===== src/rtl/cache_pkg.sv =====
// cache_pkg: shared definitions for the read cache miss-fill logic.
//   - read state machine encodings observed by the fill engine
//   - fill FSM state encoding
//   - default geometry and derived-width helper functions
package cache_pkg;

  localparam int ADDR_W_DEF     = 32;
  localparam int DATA_W_DEF     = 32;
  localparam int LINE_WORDS_DEF = 4;
  localparam int INDEX_W_DEF    = 6;

  localparam logic [1:0] READ_IDLE  = 2'b00;
  localparam logic [1:0] READ_HIT   = 2'b01;
  localparam logic [1:0] READ_STALL = 2'b10;

  typedef enum logic [2:0] {
    F_IDLE   = 3'd0,
    F_REQ    = 3'd1,
    F_BURST  = 3'd2,
    F_COMMIT = 3'd3,
    F_DONE   = 3'd4
  } fill_state_t;

  // Bits selecting a word within a line.
  function automatic int word_sel_w(input int line_words);
    return $clog2(line_words);
  endfunction

  // Bits selecting a byte within a word.
  function automatic int byte_sel_w(input int data_w);
    return $clog2(data_w / 8);
  endfunction

  // Bits selecting a byte within a line.
  function automatic int offset_w(input int line_words, input int data_w);
    return word_sel_w(line_words) + byte_sel_w(data_w);
  endfunction

  function automatic int tag_w(input int addr_w, input int index_w,
                               input int line_words, input int data_w);
    return addr_w - index_w - offset_w(line_words, data_w);
  endfunction

endpackage


===== src/rtl/cache_fill_ctrl_if.sv =====
// cache_fill_ctrl_if: bundle of every signal between the fill engine and the
// read state machine, memory arbiter, data array and tag array.
//   slave  modport: the fill engine (cache_fill_ctrl)
//   master modport: the surrounding cache / memory side
// Signals:
//   read_state, miss_addr                 : read state machine -> fill
//   mem_req, mem_addr / mem_gnt           : burst request / grant
//   mem_rvalid, mem_rdata                 : read beats
//   fill_we, fill_index, fill_word, fill_data : data array write
//   tag_we, tag_index, tag_value          : tag array write (valid implied)
//   mem_done                              : fill complete pulse
interface cache_fill_ctrl_if #(
  parameter int ADDR_W     = cache_pkg::ADDR_W_DEF,
  parameter int DATA_W     = cache_pkg::DATA_W_DEF,
  parameter int LINE_WORDS = cache_pkg::LINE_WORDS_DEF,
  parameter int INDEX_W    = cache_pkg::INDEX_W_DEF
) ();
  import cache_pkg::*;

  localparam int WORD_SEL_W = word_sel_w(LINE_WORDS);
  localparam int TAG_W      = tag_w(ADDR_W, INDEX_W, LINE_WORDS, DATA_W);

  logic [1:0]            read_state;
  logic [ADDR_W-1:0]     miss_addr;
  logic                  mem_req;
  logic [ADDR_W-1:0]     mem_addr;
  logic                  mem_gnt;
  logic                  mem_rvalid;
  logic [DATA_W-1:0]     mem_rdata;
  logic                  fill_we;
  logic [INDEX_W-1:0]    fill_index;
  logic [WORD_SEL_W-1:0] fill_word;
  logic [DATA_W-1:0]     fill_data;
  logic                  tag_we;
  logic [INDEX_W-1:0]    tag_index;
  logic [TAG_W-1:0]      tag_value;
  logic                  mem_done;

  modport slave (
    input  read_state, miss_addr, mem_gnt, mem_rvalid, mem_rdata,
    output mem_req, mem_addr, fill_we, fill_index, fill_word, fill_data,
           tag_we, tag_index, tag_value, mem_done
  );

  modport master (
    output read_state, miss_addr, mem_gnt, mem_rvalid, mem_rdata,
    input  mem_req, mem_addr, fill_we, fill_index, fill_word, fill_data,
           tag_we, tag_index, tag_value, mem_done
  );

endinterface


===== src/rtl/fill_beat_counter.sv =====
// fill_beat_counter: counts burst beats within one line fill.
// Ports:
//   clk, rst  : clock, synchronous active-high reset
//   i_clr     : clear count to 0 (start of a fill)
//   i_inc     : advance count by one beat
//   i_start   : word the burst starts at
//   o_offset  : word being written, i_start + count, wrapping within the line
//   o_last    : current count is the final beat of the line
module fill_beat_counter #(
  parameter int WORD_SEL_W = 2
) (
  input  logic                  clk,
  input  logic                  rst,
  input  logic                  i_clr,
  input  logic                  i_inc,
  input  logic [WORD_SEL_W-1:0] i_start,
  output logic [WORD_SEL_W-1:0] o_offset,
  output logic                  o_last
);

  logic [WORD_SEL_W-1:0] r_count;

  always_ff @(posedge clk) begin
    if (rst) begin
      r_count <= '0;
    end else if (i_clr) begin
      r_count <= '0;
    end else if (i_inc) begin
      r_count <= r_count + WORD_SEL_W'(1);
    end
  end

  // Sum is truncated to WORD_SEL_W bits so the offset wraps inside the line.
  assign o_offset = i_start + r_count;
  assign o_last   = (r_count == {WORD_SEL_W{1'b1}});

endmodule


===== src/rtl/cache_fill_ctrl.sv =====
// cache_fill_ctrl: miss-fill engine for the rasterizer read cache.
// While the read state machine stalls, fetches the missing line as a memory
// burst, writes every beat into the data array, then writes the tag and
// pulses mem_done so the read side re-evaluates hit.
// Ports:
//   clk  : clock
//   rst  : synchronous active-high reset
//   bus  : cache_fill_ctrl_if.slave (read state, memory, data/tag writes)
// Build option:
//   CRITICAL_WORD_FIRST_EN : burst starts at the missed word and wraps;
//                            mem_addr keeps the word-select bits.
//
// state    | meaning
// ---------+-----------------------------------------------------------
// F_IDLE   | waiting for read_state == stall; latches the miss address
// F_REQ    | mem_req held with stable mem_addr until mem_gnt
// F_BURST  | one data array write per mem_rvalid beat
// F_COMMIT | tag/valid written for the filled set
// F_DONE   | mem_done pulse, back to F_IDLE
module cache_fill_ctrl
  import cache_pkg::*;
#(
  parameter int ADDR_W     = ADDR_W_DEF,
  parameter int DATA_W     = DATA_W_DEF,
  parameter int LINE_WORDS = LINE_WORDS_DEF,
  parameter int INDEX_W    = INDEX_W_DEF
) (
  input logic              clk,
  input logic              rst,
  cache_fill_ctrl_if.slave bus
);

  localparam int WORD_SEL_W = word_sel_w(LINE_WORDS);
  localparam int BYTE_W     = byte_sel_w(DATA_W);
  localparam int OFFSET_W   = offset_w(LINE_WORDS, DATA_W);
  localparam int TAG_W      = tag_w(ADDR_W, INDEX_W, LINE_WORDS, DATA_W);

`ifdef CRITICAL_WORD_FIRST_EN
  localparam logic [ADDR_W-1:0] ADDR_MASK = {ADDR_W{1'b1}} << BYTE_W;
`else
  localparam logic [ADDR_W-1:0] ADDR_MASK = {ADDR_W{1'b1}} << OFFSET_W;
`endif

  fill_state_t           r_state;
  fill_state_t           w_state_nxt;

  logic [TAG_W-1:0]      r_tag;
  logic [INDEX_W-1:0]    r_index;
  logic [WORD_SEL_W-1:0] r_start;
  logic [ADDR_W-1:0]     r_mem_addr;

  logic                  w_latch;
  logic                  w_cnt_clr;
  logic                  w_cnt_inc;
  logic                  w_cnt_last;
  logic [WORD_SEL_W-1:0] w_word;
  logic [WORD_SEL_W-1:0] w_start_nxt;

  logic                  w_mem_req;
  logic                  w_fill_we;
  logic                  w_tag_we;
  logic                  w_mem_done;

`ifdef CRITICAL_WORD_FIRST_EN
  assign w_start_nxt = bus.miss_addr[BYTE_W +: WORD_SEL_W];
`else
  assign w_start_nxt = '0;
`endif

  fill_beat_counter #(
    .WORD_SEL_W (WORD_SEL_W)
  ) u_beat_cnt (
    .clk      (clk),
    .rst      (rst),
    .i_clr    (w_cnt_clr),
    .i_inc    (w_cnt_inc),
    .i_start  (r_start),
    .o_offset (w_word),
    .o_last   (w_cnt_last)
  );

  always_ff @(posedge clk) begin
    if (rst) begin
      r_state    <= F_IDLE;
      r_tag      <= '0;
      r_index    <= '0;
      r_start    <= '0;
      r_mem_addr <= '0;
    end else begin
      r_state <= w_state_nxt;
      if (w_latch) begin
        r_tag      <= bus.miss_addr[ADDR_W-1 -: TAG_W];
        r_index    <= bus.miss_addr[OFFSET_W +: INDEX_W];
        r_start    <= w_start_nxt;
        r_mem_addr <= bus.miss_addr & ADDR_MASK;
      end
    end
  end

  always_comb begin
    w_state_nxt = r_state;
    w_latch     = 1'b0;
    w_cnt_clr   = 1'b0;
    w_cnt_inc   = 1'b0;
    w_mem_req   = 1'b0;
    w_fill_we   = 1'b0;
    w_tag_we    = 1'b0;
    w_mem_done  = 1'b0;
    case (r_state)
      F_IDLE: begin
        if (bus.read_state == READ_STALL) begin
          w_latch     = 1'b1;
          w_cnt_clr   = 1'b1;
          w_state_nxt = F_REQ;
        end
      end
      F_REQ: begin
        w_mem_req = 1'b1;
        if (bus.mem_gnt) begin
          w_state_nxt = F_BURST;
        end
      end
      F_BURST: begin
        if (bus.mem_rvalid) begin
          w_fill_we = 1'b1;
          w_cnt_inc = 1'b1;
          if (w_cnt_last) begin
            w_state_nxt = F_COMMIT;
          end
        end
      end
      F_COMMIT: begin
        w_tag_we    = 1'b1;
        w_state_nxt = F_DONE;
      end
      F_DONE: begin
        w_mem_done  = 1'b1;
        w_state_nxt = F_IDLE;
      end
      default: begin
        w_state_nxt = F_IDLE;
      end
    endcase
  end

  assign bus.mem_req    = w_mem_req;
  assign bus.mem_addr   = r_mem_addr;
  assign bus.fill_we    = w_fill_we;
  assign bus.fill_index = r_index;
  assign bus.fill_word  = w_word;
  // Gated so the data array bus stays quiet outside real beats.
  assign bus.fill_data  = w_fill_we ? bus.mem_rdata : '0;
  assign bus.tag_we     = w_tag_we;
  assign bus.tag_index  = r_index;
  assign bus.tag_value  = r_tag;
  assign bus.mem_done   = w_mem_done;

endmodule


===== src/flat_wrapper.sv =====
// flat-port wrapper written by rule: the top's interface ports become plain ports
module cache_fill_ctrl_flat import cache_pkg::*;
#(
  parameter int ADDR_W     = ADDR_W_DEF,
  parameter int DATA_W     = DATA_W_DEF,
  parameter int LINE_WORDS = LINE_WORDS_DEF,
  parameter int INDEX_W    = INDEX_W_DEF
)
  (clk, rst, bus_read_state, bus_miss_addr, bus_mem_gnt, bus_mem_rvalid, bus_mem_rdata, bus_mem_req, bus_mem_addr, bus_fill_we, bus_fill_index, bus_fill_word, bus_fill_data, bus_tag_we, bus_tag_index, bus_tag_value, bus_mem_done);
  cache_fill_ctrl_if #(.ADDR_W(ADDR_W), .DATA_W(DATA_W), .LINE_WORDS(LINE_WORDS), .INDEX_W(INDEX_W)) bus_i ();
  input logic clk;
  input logic rst;
  input wire logic [$bits(bus_i.read_state)-1:0] bus_read_state;
  input wire logic [$bits(bus_i.miss_addr)-1:0] bus_miss_addr;
  input wire logic [$bits(bus_i.mem_gnt)-1:0] bus_mem_gnt;
  input wire logic [$bits(bus_i.mem_rvalid)-1:0] bus_mem_rvalid;
  input wire logic [$bits(bus_i.mem_rdata)-1:0] bus_mem_rdata;
  output wire logic [$bits(bus_i.mem_req)-1:0] bus_mem_req;
  output wire logic [$bits(bus_i.mem_addr)-1:0] bus_mem_addr;
  output wire logic [$bits(bus_i.fill_we)-1:0] bus_fill_we;
  output wire logic [$bits(bus_i.fill_index)-1:0] bus_fill_index;
  output wire logic [$bits(bus_i.fill_word)-1:0] bus_fill_word;
  output wire logic [$bits(bus_i.fill_data)-1:0] bus_fill_data;
  output wire logic [$bits(bus_i.tag_we)-1:0] bus_tag_we;
  output wire logic [$bits(bus_i.tag_index)-1:0] bus_tag_index;
  output wire logic [$bits(bus_i.tag_value)-1:0] bus_tag_value;
  output wire logic [$bits(bus_i.mem_done)-1:0] bus_mem_done;
  assign bus_i.read_state = bus_read_state;
  assign bus_i.miss_addr = bus_miss_addr;
  assign bus_i.mem_gnt = bus_mem_gnt;
  assign bus_i.mem_rvalid = bus_mem_rvalid;
  assign bus_i.mem_rdata = bus_mem_rdata;
  assign bus_mem_req = bus_i.mem_req;
  assign bus_mem_addr = bus_i.mem_addr;
  assign bus_fill_we = bus_i.fill_we;
  assign bus_fill_index = bus_i.fill_index;
  assign bus_fill_word = bus_i.fill_word;
  assign bus_fill_data = bus_i.fill_data;
  assign bus_tag_we = bus_i.tag_we;
  assign bus_tag_index = bus_i.tag_index;
  assign bus_tag_value = bus_i.tag_value;
  assign bus_mem_done = bus_i.mem_done;
  cache_fill_ctrl #(.ADDR_W(ADDR_W), .DATA_W(DATA_W), .LINE_WORDS(LINE_WORDS), .INDEX_W(INDEX_W)) u_core (.clk(clk), .rst(rst), .bus(bus_i));
endmodule

===== config.mk =====
export PLATFORM = sky130hd
export DESIGN_NAME = cache_fill_ctrl_flat
export DESIGN_NICKNAME = d
export VERILOG_FILES = /design/src/rtl/cache_pkg.sv /design/src/rtl/cache_fill_ctrl_if.sv /design/src/rtl/fill_beat_counter.sv /design/src/rtl/cache_fill_ctrl.sv /design/src/flat_wrapper.sv
export SDC_FILE = /design/constraint.sdc
export NUM_CORES = 1
export LEC_CHECK = 0
export BUFFER_PORTS_ARGS = -buffer_cell sky130_fd_sc_hd__buf_4
export CORE_AREA = 2 2 86 88
export CTS_CLUSTER_SIZE = 10
export DETAILED_ROUTE_END_ITERATION = 12
export DIE_AREA = 0 0 88 90
export SLEW_MARGIN = 20
export SYNTH_ARGS = -nofsm -noshare
export SYNTH_HDL_FRONTEND = slang
export SYNTH_SLANG_ARGS = --single-unit

===== constraint.sdc =====
create_clock -name clk -period 1.68 [get_ports clk]
set_clock_uncertainty 0.1 [all_clocks]
set_input_delay 0.084 -clock clk [delete_from_list [all_inputs] [get_ports clk]]
set_output_delay 0.084 -clock clk [all_outputs]
set_load 0.1 [all_outputs]

==> results.yml, run 1 <==
sta:
  hold_viol_final: 0
  whs_ns: 0.0681
  post-route-period-util: 1.02
  maxSlewViolCount: 0
  grt_setup_unrepaired: "yes"
  fin_setup_tns_ns: -0.424
  setup_viol: 24
  finalWorstSetupSlack_ns: -0.0318
  min_period_ns: 1.71
  max_freq_ghz: 0.584
global_routing:
  grt_max_degree: 62
  gr-usage-all-layers: 0.144
  antenna_found_initial: 1
  grt_pass1_wl_um: 9030
  grt_pass1_vias: 1866
  grt-ovfl-total: 0
floorplan:
  rows: 31
  initial_utilization: 0.293
  ioPinCount: 174
  coreArea_um2: 7020
  die_h_um: 90
  die_x_um: 88
  die_area_um2: 7920
place:
  port-buffer-count: 165
  placed_cells: 442
  dp_slack_ns: 0.147
  gp_congestion: 0.675
  dp_hpwl_um: 4020
  placed_area_um2: 3180
layout:
  layout-drive-gt1-share: 0.579
  synthToLayoutAreaGrowth_pct: 94.1
  final_util: 0.569
  fin_area_um2: 4000
  final_cell_mix: "buf_4, nand2b_1, buf_12, mux2i_1"
  instances_no_fill: 480
  layout.nets: 450
  final_common_cell: "buf_4"
cts:
  cts.path.max_buffers: 2
  clock_latency_ns: 0.28
  cts_tree: "done"
  htree_num_levels: 2
  clock_sinks: 33
  cts_setup_buffers: 0
  cts-buffers-inserted: 5
  path_clk_slew_ns: 0.07
  root_buffer: "clkbuf_8"
drt:
  drc: 0
  wl_um: 5920
  drt_first_pass_iters: 4
  ant_nets: 0
  viasPerCell: 4.13
  vias: 1984
  wl_per_cell_um: 12.3
  drt-initial-drc-count: 29
logic_synthesis:
  ys_types: 22
  seq_area_frac_synth: 0.321
  synthCells: 222
  synth_enable_flop_cells: 0
  synth_warnings: 0
  synth.area.top_cells: "dfxtp_1, nand2b_1, buf_4"
  yosys_register_bits: 33
  synth_area_um2: 2060
  synthFlopType: "dfxtp_1"
  yosys.area.top_type: "dfxtp_1"
  synth_top_area_share: 0.321
  syn_area_per_cell_um2: 9.28
  async_flop_share: 0
pwr:
  power.leakage_nw: 1.83
  peakVddDrop_uv: 374
  p_switching_mw: 1.36
  sw_frac_of_total: 0.440
  total_power_mw: 3.10
  power_density_nw_per_um2: 774
  power_frac_clock: 0.257
  pwr-share-seq: 0.281
  p_int_mw: 1.73
  pwr-share-comb: 0.462
setup_path:
  cpPeakStageDelay_ns: 0.34
  critical_path_class: "reg2out"
  cp.arrival_ns: 1.53
  crit_slowest_cell: "dfxtp_2"
  cp_max_fo: 35
  path_cells: "nor4bb_4, buf_12, and2_2, buf_12"
  cp-end-kind: "output port"
  start_kind: "flip-flop"
  cpMostUsedCell: "buf_12"
  critical_path_required_ns: 1.50
status:
  status: "complete, but fails checks"
  violations: "setup timing"
flow_run:
  cap_viol_max_count: 0
hold_path:
  min_path_type: "in2reg"
[power groups by stage]
| stage | Sequential [mW] | Clock [mW] | Combinational (mW) |
|---|---|---|---|
| after global placement | 0.885 | 0 | 1.33 |
| after detailed placement | 0.887 | 0 | 1.33 |
| after CTS | 0.871 | 0.824 | 1.43 |
| after floorplan | 1.17 | 0 | 0.803 |
| after global routing | 0.877 | 0.850 | 1.47 |
| final | 0.870 | 0.797 | 1.43 |
[final cells by class]
class	instances	area (um^2)
sequential	33	666
clock inverter	2	37.5
clock buffer	6	82.6
multi-input combinational	139	1090
antenna	1	2.50
timing repair buffer	200	2000
tap	99	124
fill	572	3020
[synth_stat cells (all sizes together), types with 2 or more instances]
master / instances
dfxtp: 33
mux2i: 30
nor2b: 2
nand2b: 57
buf: 47
and2: 33
nor3: 3
clkbuf: 6
[final timing paths]
kind	start	to	slack, ns	cells after the start
setup / recovery	u_core.r_state[0]	bus_fill_data[27]	-0.03	4
setup reg to reg	u_core.r_state[0]	u_core.bus.fill_index[2]	0.17	4
hold / removal	bus_read_state[0]	u_core.r_state[0]	0.07	3
hold reg to reg	u_core.bus.tag_value[20]	u_core.bus.tag_value[20]	0.39	2
[logic make-up after synthesis]
logic type | count (synthesis) | synth area share
fa+ha+maj | 1 | 0.00607
buf+inv | 53 | 0.192
flops | 33 | 0.321
other cells | 1 | 0.00182
mux | 30 | 0.146
simple gates | 100 | 0.317
xor+xnor | 1 | 0.00425
compound gates | 3 | 0.0128
[routing by layer]
layer  share of wire  routed length (um)  track usage  vias up
met5               0                   0            0        -
met4           0.033                 195       0.0590        0
met3            0.11                 642       0.0459       10
met2            0.48                2850        0.259      117
met1            0.38                2230        0.149      885
li1                -                   -            -      972
[flip-flops by register name, indices dropped and copies added, names as in the netlist]
name,flops
u_core.bus.fill_index,5
u_core.r_state,3
u_core.bus.mem_addr,2
u_core.bus.tag_value,21
u_core.u_beat_cnt.r_count,2
[repair_timing]
action,in CTS,in global routing
setup endpoints to repair,33,33
endpoints found under the hold margin,29,0
hold buffers,29,0
resized for setup,98,0
gates cloned,0,0
[worst max-delay path, delay by kind of cell (launching register included)]
kind | cells | cell delay (ns)
AND/OR/NAND/NOR | 2 | 0.51
buffers and inverters | 2 | 0.39
flip-flops | 1 | 0.34
No activity file was read; power rests on OpenSTA's default activity.
==> run 2, diff against run 1 <==
Settings changed: ABC_AREA set to 1, CORE_AREA 2 2 86 88 to 2 2 83 85, CTS_BUF_LIST set to sky130_fd_sc_hd__clkbuf_2, DIE_AREA 0 0 88 90 to 0 0 85 87, PLACE_DENSITY set to 0.65.
==> run 2 against run 1 <==
- the flow still finishes with violations (setup timing)
- setup slack got worse by 0.019 ns
- combinational power rose to 3.4 times the previous value
- global-route usage increased by 1.4 points
- clock power fell by 53%
- final area is 0.50% lower
- register-to-register slack worse by 0.02 ns
- clock-buffer cell count shrank 1
- cell count is 8.5% higher
==> results.yml, run 2 <==
status:
  status: "complete, but fails checks"
  violations: "setup timing"
setup_path:
  regToRegStartpoint: "u_core.r_state[2]"
  worstReg2RegEnd: "u_core.bus.tag_value[12]"
  crit_end: "bus_fill_data[26]"
  cp.arrival_ns: 1.55
  reg2reg_depth: 6
  critical_path_required_ns: 1.50
  rrSetupSlack_ns: 0.15
  cp_max_fo: 21
  start_kind: "flip-flop"
  cp-startpoint: "u_core.r_state[2]"
  critical_path_class: "reg2out"
  cp-end-kind: "output port"
logic_synthesis:
  yosys.area.top_type: "dfxtp_1"
  seq_area_frac_synth: 0.352
  ys_types: 22
  synth_warnings: 0
  synth.area.top_cells: "dfxtp_1, buf_4, inv_1"
  synth_common_cells: "inv_1, nor2_1, buf_4, dfxtp_1, a21oi_1"
  synthFlopType: "dfxtp_1"
  synth_area_um2: 1880
  synth_enable_flop_cells: 0
  synth_most_common_cell: "inv_1"
  async_flop_share: 0
  yosys_register_bits: 33
  synthCells: 276
  synth_top_area_share: 0.352
  syn_area_per_cell_um2: 6.80
drt:
  wl_um: 6110
  drt-initial-drc-count: 27
  viasPerCell: 4.16
  drc: 0
  drt_first_pass_iters: 4
  wl_per_cell_um: 11.7
  vias: 2165
  ant_nets: 0
cts:
  root_buffer: "clkbuf_2"
  clock_latency_ns: 0.36
  htree_num_levels: 2
  cts_tree: "done"
  clock_sinks: 33
  cts.path.max_buffers: 2
  path_clk_slew_ns: 0.18
  cts-buffers-inserted: 5
pwr:
  power.leakage_nw: 1.92
  peakVddDrop_uv: 1200
  power_density_nw_per_um2: 1580
  p_switching_mw: 4.08
  pwr-share-seq: 0.174
  p_int_mw: 2.19
  power_frac_clock: 0.060
  pwr-share-comb: 0.766
  sw_frac_of_total: 0.650
  total_power_mw: 6.27
place:
  placed_cells: 479
  port-buffer-count: 165
  gp_congestion: 0.723
  dp_slack_ns: 0.174
  dp_hpwl_um: 3880
global_routing:
  grt_pass1_vias: 2093
  antenna_found_initial: 0
  gr-usage-all-layers: 0.157
  grt-ovfl-total: 0
  grt_max_degree: 43
  grt_pass1_wl_um: 9400
sta:
  fin_setup_tns_ns: -0.473
  min_period_ns: 1.73
  post-route-period-util: 1.03
  grt_setup_unrepaired: "yes"
  max_freq_ghz: 0.578
  finalWorstSetupSlack_ns: -0.0513
  hold_viol_final: 0
  maxSlewViolCount: 0
  setup_viol: 21
layout:
  fill_cells: 545
  regArea_um2: 669
  final_cell_mix: "buf_4, inv_1, buf_12, nor2_4, dlygate4sd3_1"
  multi_input_area_um2: 850
  antenna_cells: 0
  synthToLayoutAreaGrowth_pct: 112
  final_util: 0.606
  layout.nets: 511
  layout-drive-gt1-share: 0.512
  final_common_cell: "buf_4"
  largest_reg_flops: 21
  instances_no_fill: 521
floorplan:
  die_h_um: 87
  coreArea_um2: 6570
  die_area_um2: 7400
  rows: 30
  die_x_um: 85
  initial_utilization: 0.286
  ioPinCount: 174
flow_run:
  cap_viol_max_count: 0
hold_path:
  min_path_type: "in2reg"
## run 2: changes by cell type after synthesis, sizes merged, moves of 30 or more
| cell | previous run | this run |
|---|---|---|
| a21oi | 0 | 30 |
| and2 | 33 | 0 |
| inv | 0 | 70 |
| mux2i | 30 | 0 |
| nand2b | 57 | 0 |
| nor2 | 1 | 40 |
## run 2: worst min-delay path by stage
stage,start,to,slack (ns),cells past startpoint
final,bus_mem_rvalid,u_core.r_state[0],0.03,5
after detailed placement,rst,u_core.r_state[2],0.19,2
after global placement,rst,u_core.r_state[2],0.18,2
after CTS,bus_mem_rvalid,u_core.r_state[0],0.003,5
after global routing,bus_mem_rvalid,u_core.r_state[0],0.02,5
after floorplan,rst,u_core.r_state[2],0.06,1
## run 2: cells by family after synthesis
family / share of synthesized area
adder cells (fa/ha/maj): 0.00667
other: 0.00200
AND/OR/NAND/NOR: 0.145
AO/OA/AOI/OAI: 0.159
flip-flops: 0.352
buffers and inverters: 0.336
## run 2: power groups by stage
| stage | Clock [mW] | Sequential (mW) | Combinational, mW |
|---|---|---|---|
| after CTS | 0.409 | 1.10 | 4.79 |
| after global routing | 0.436 | 1.12 | 4.96 |
| after detailed placement | 0 | 1.11 | 4.40 |
| after floorplan | 0 | 2.00 | 2.88 |
| after global placement | 0 | 1.10 | 4.38 |
| final | 0.377 | 1.09 | 4.80 |
## run 2: timing repair
item	CTS	global route
hold buffers	32	0
hold endpoints to repair	33	0
pin swaps	1	0
resized for setup	107	1
setup buffers	2	0
endpoints found under the setup margin	33	34
## run 2: worst max-delay path: stages, from the launching register on
cell and delay [ns]:
dfxtp_4 0.39, nor2_4 0.14, nand3_4 0.11, buf_12 0.21, nor2_2 0.15, buf_12 0.19
## run 2: area by class of cell
type,count,area share
well taps,80,0.0252
repair buffers,204,0.516
multi-input cells,126,0.214
clock buffers,5,0.00629
clock inverters,3,0.00440
flip-flops and latches,33,0.168
inverters,70,0.0661
## run 2: layer usage
metal / vias up / global-route usage / part of all wire
li1: 1108 / - / -
met1: 925 / 0.178 / 0.37
met2: 123 / 0.273 / 0.50
met3: 9 / 0.0616 / 0.12
met4: 0 / 0.0476 / 0.016
met5: - / 0 / 0
## run 2: per-stage QoR
step                      hold WS, ns  instance area [um^2]
after global placement          0.181                  3170
after global routing           0.0176                  3980
final                          0.0349                  3980
after CTS                     0.00320                  3970
after detailed placement        0.185                  3170
after floorplan                0.0627                  2120
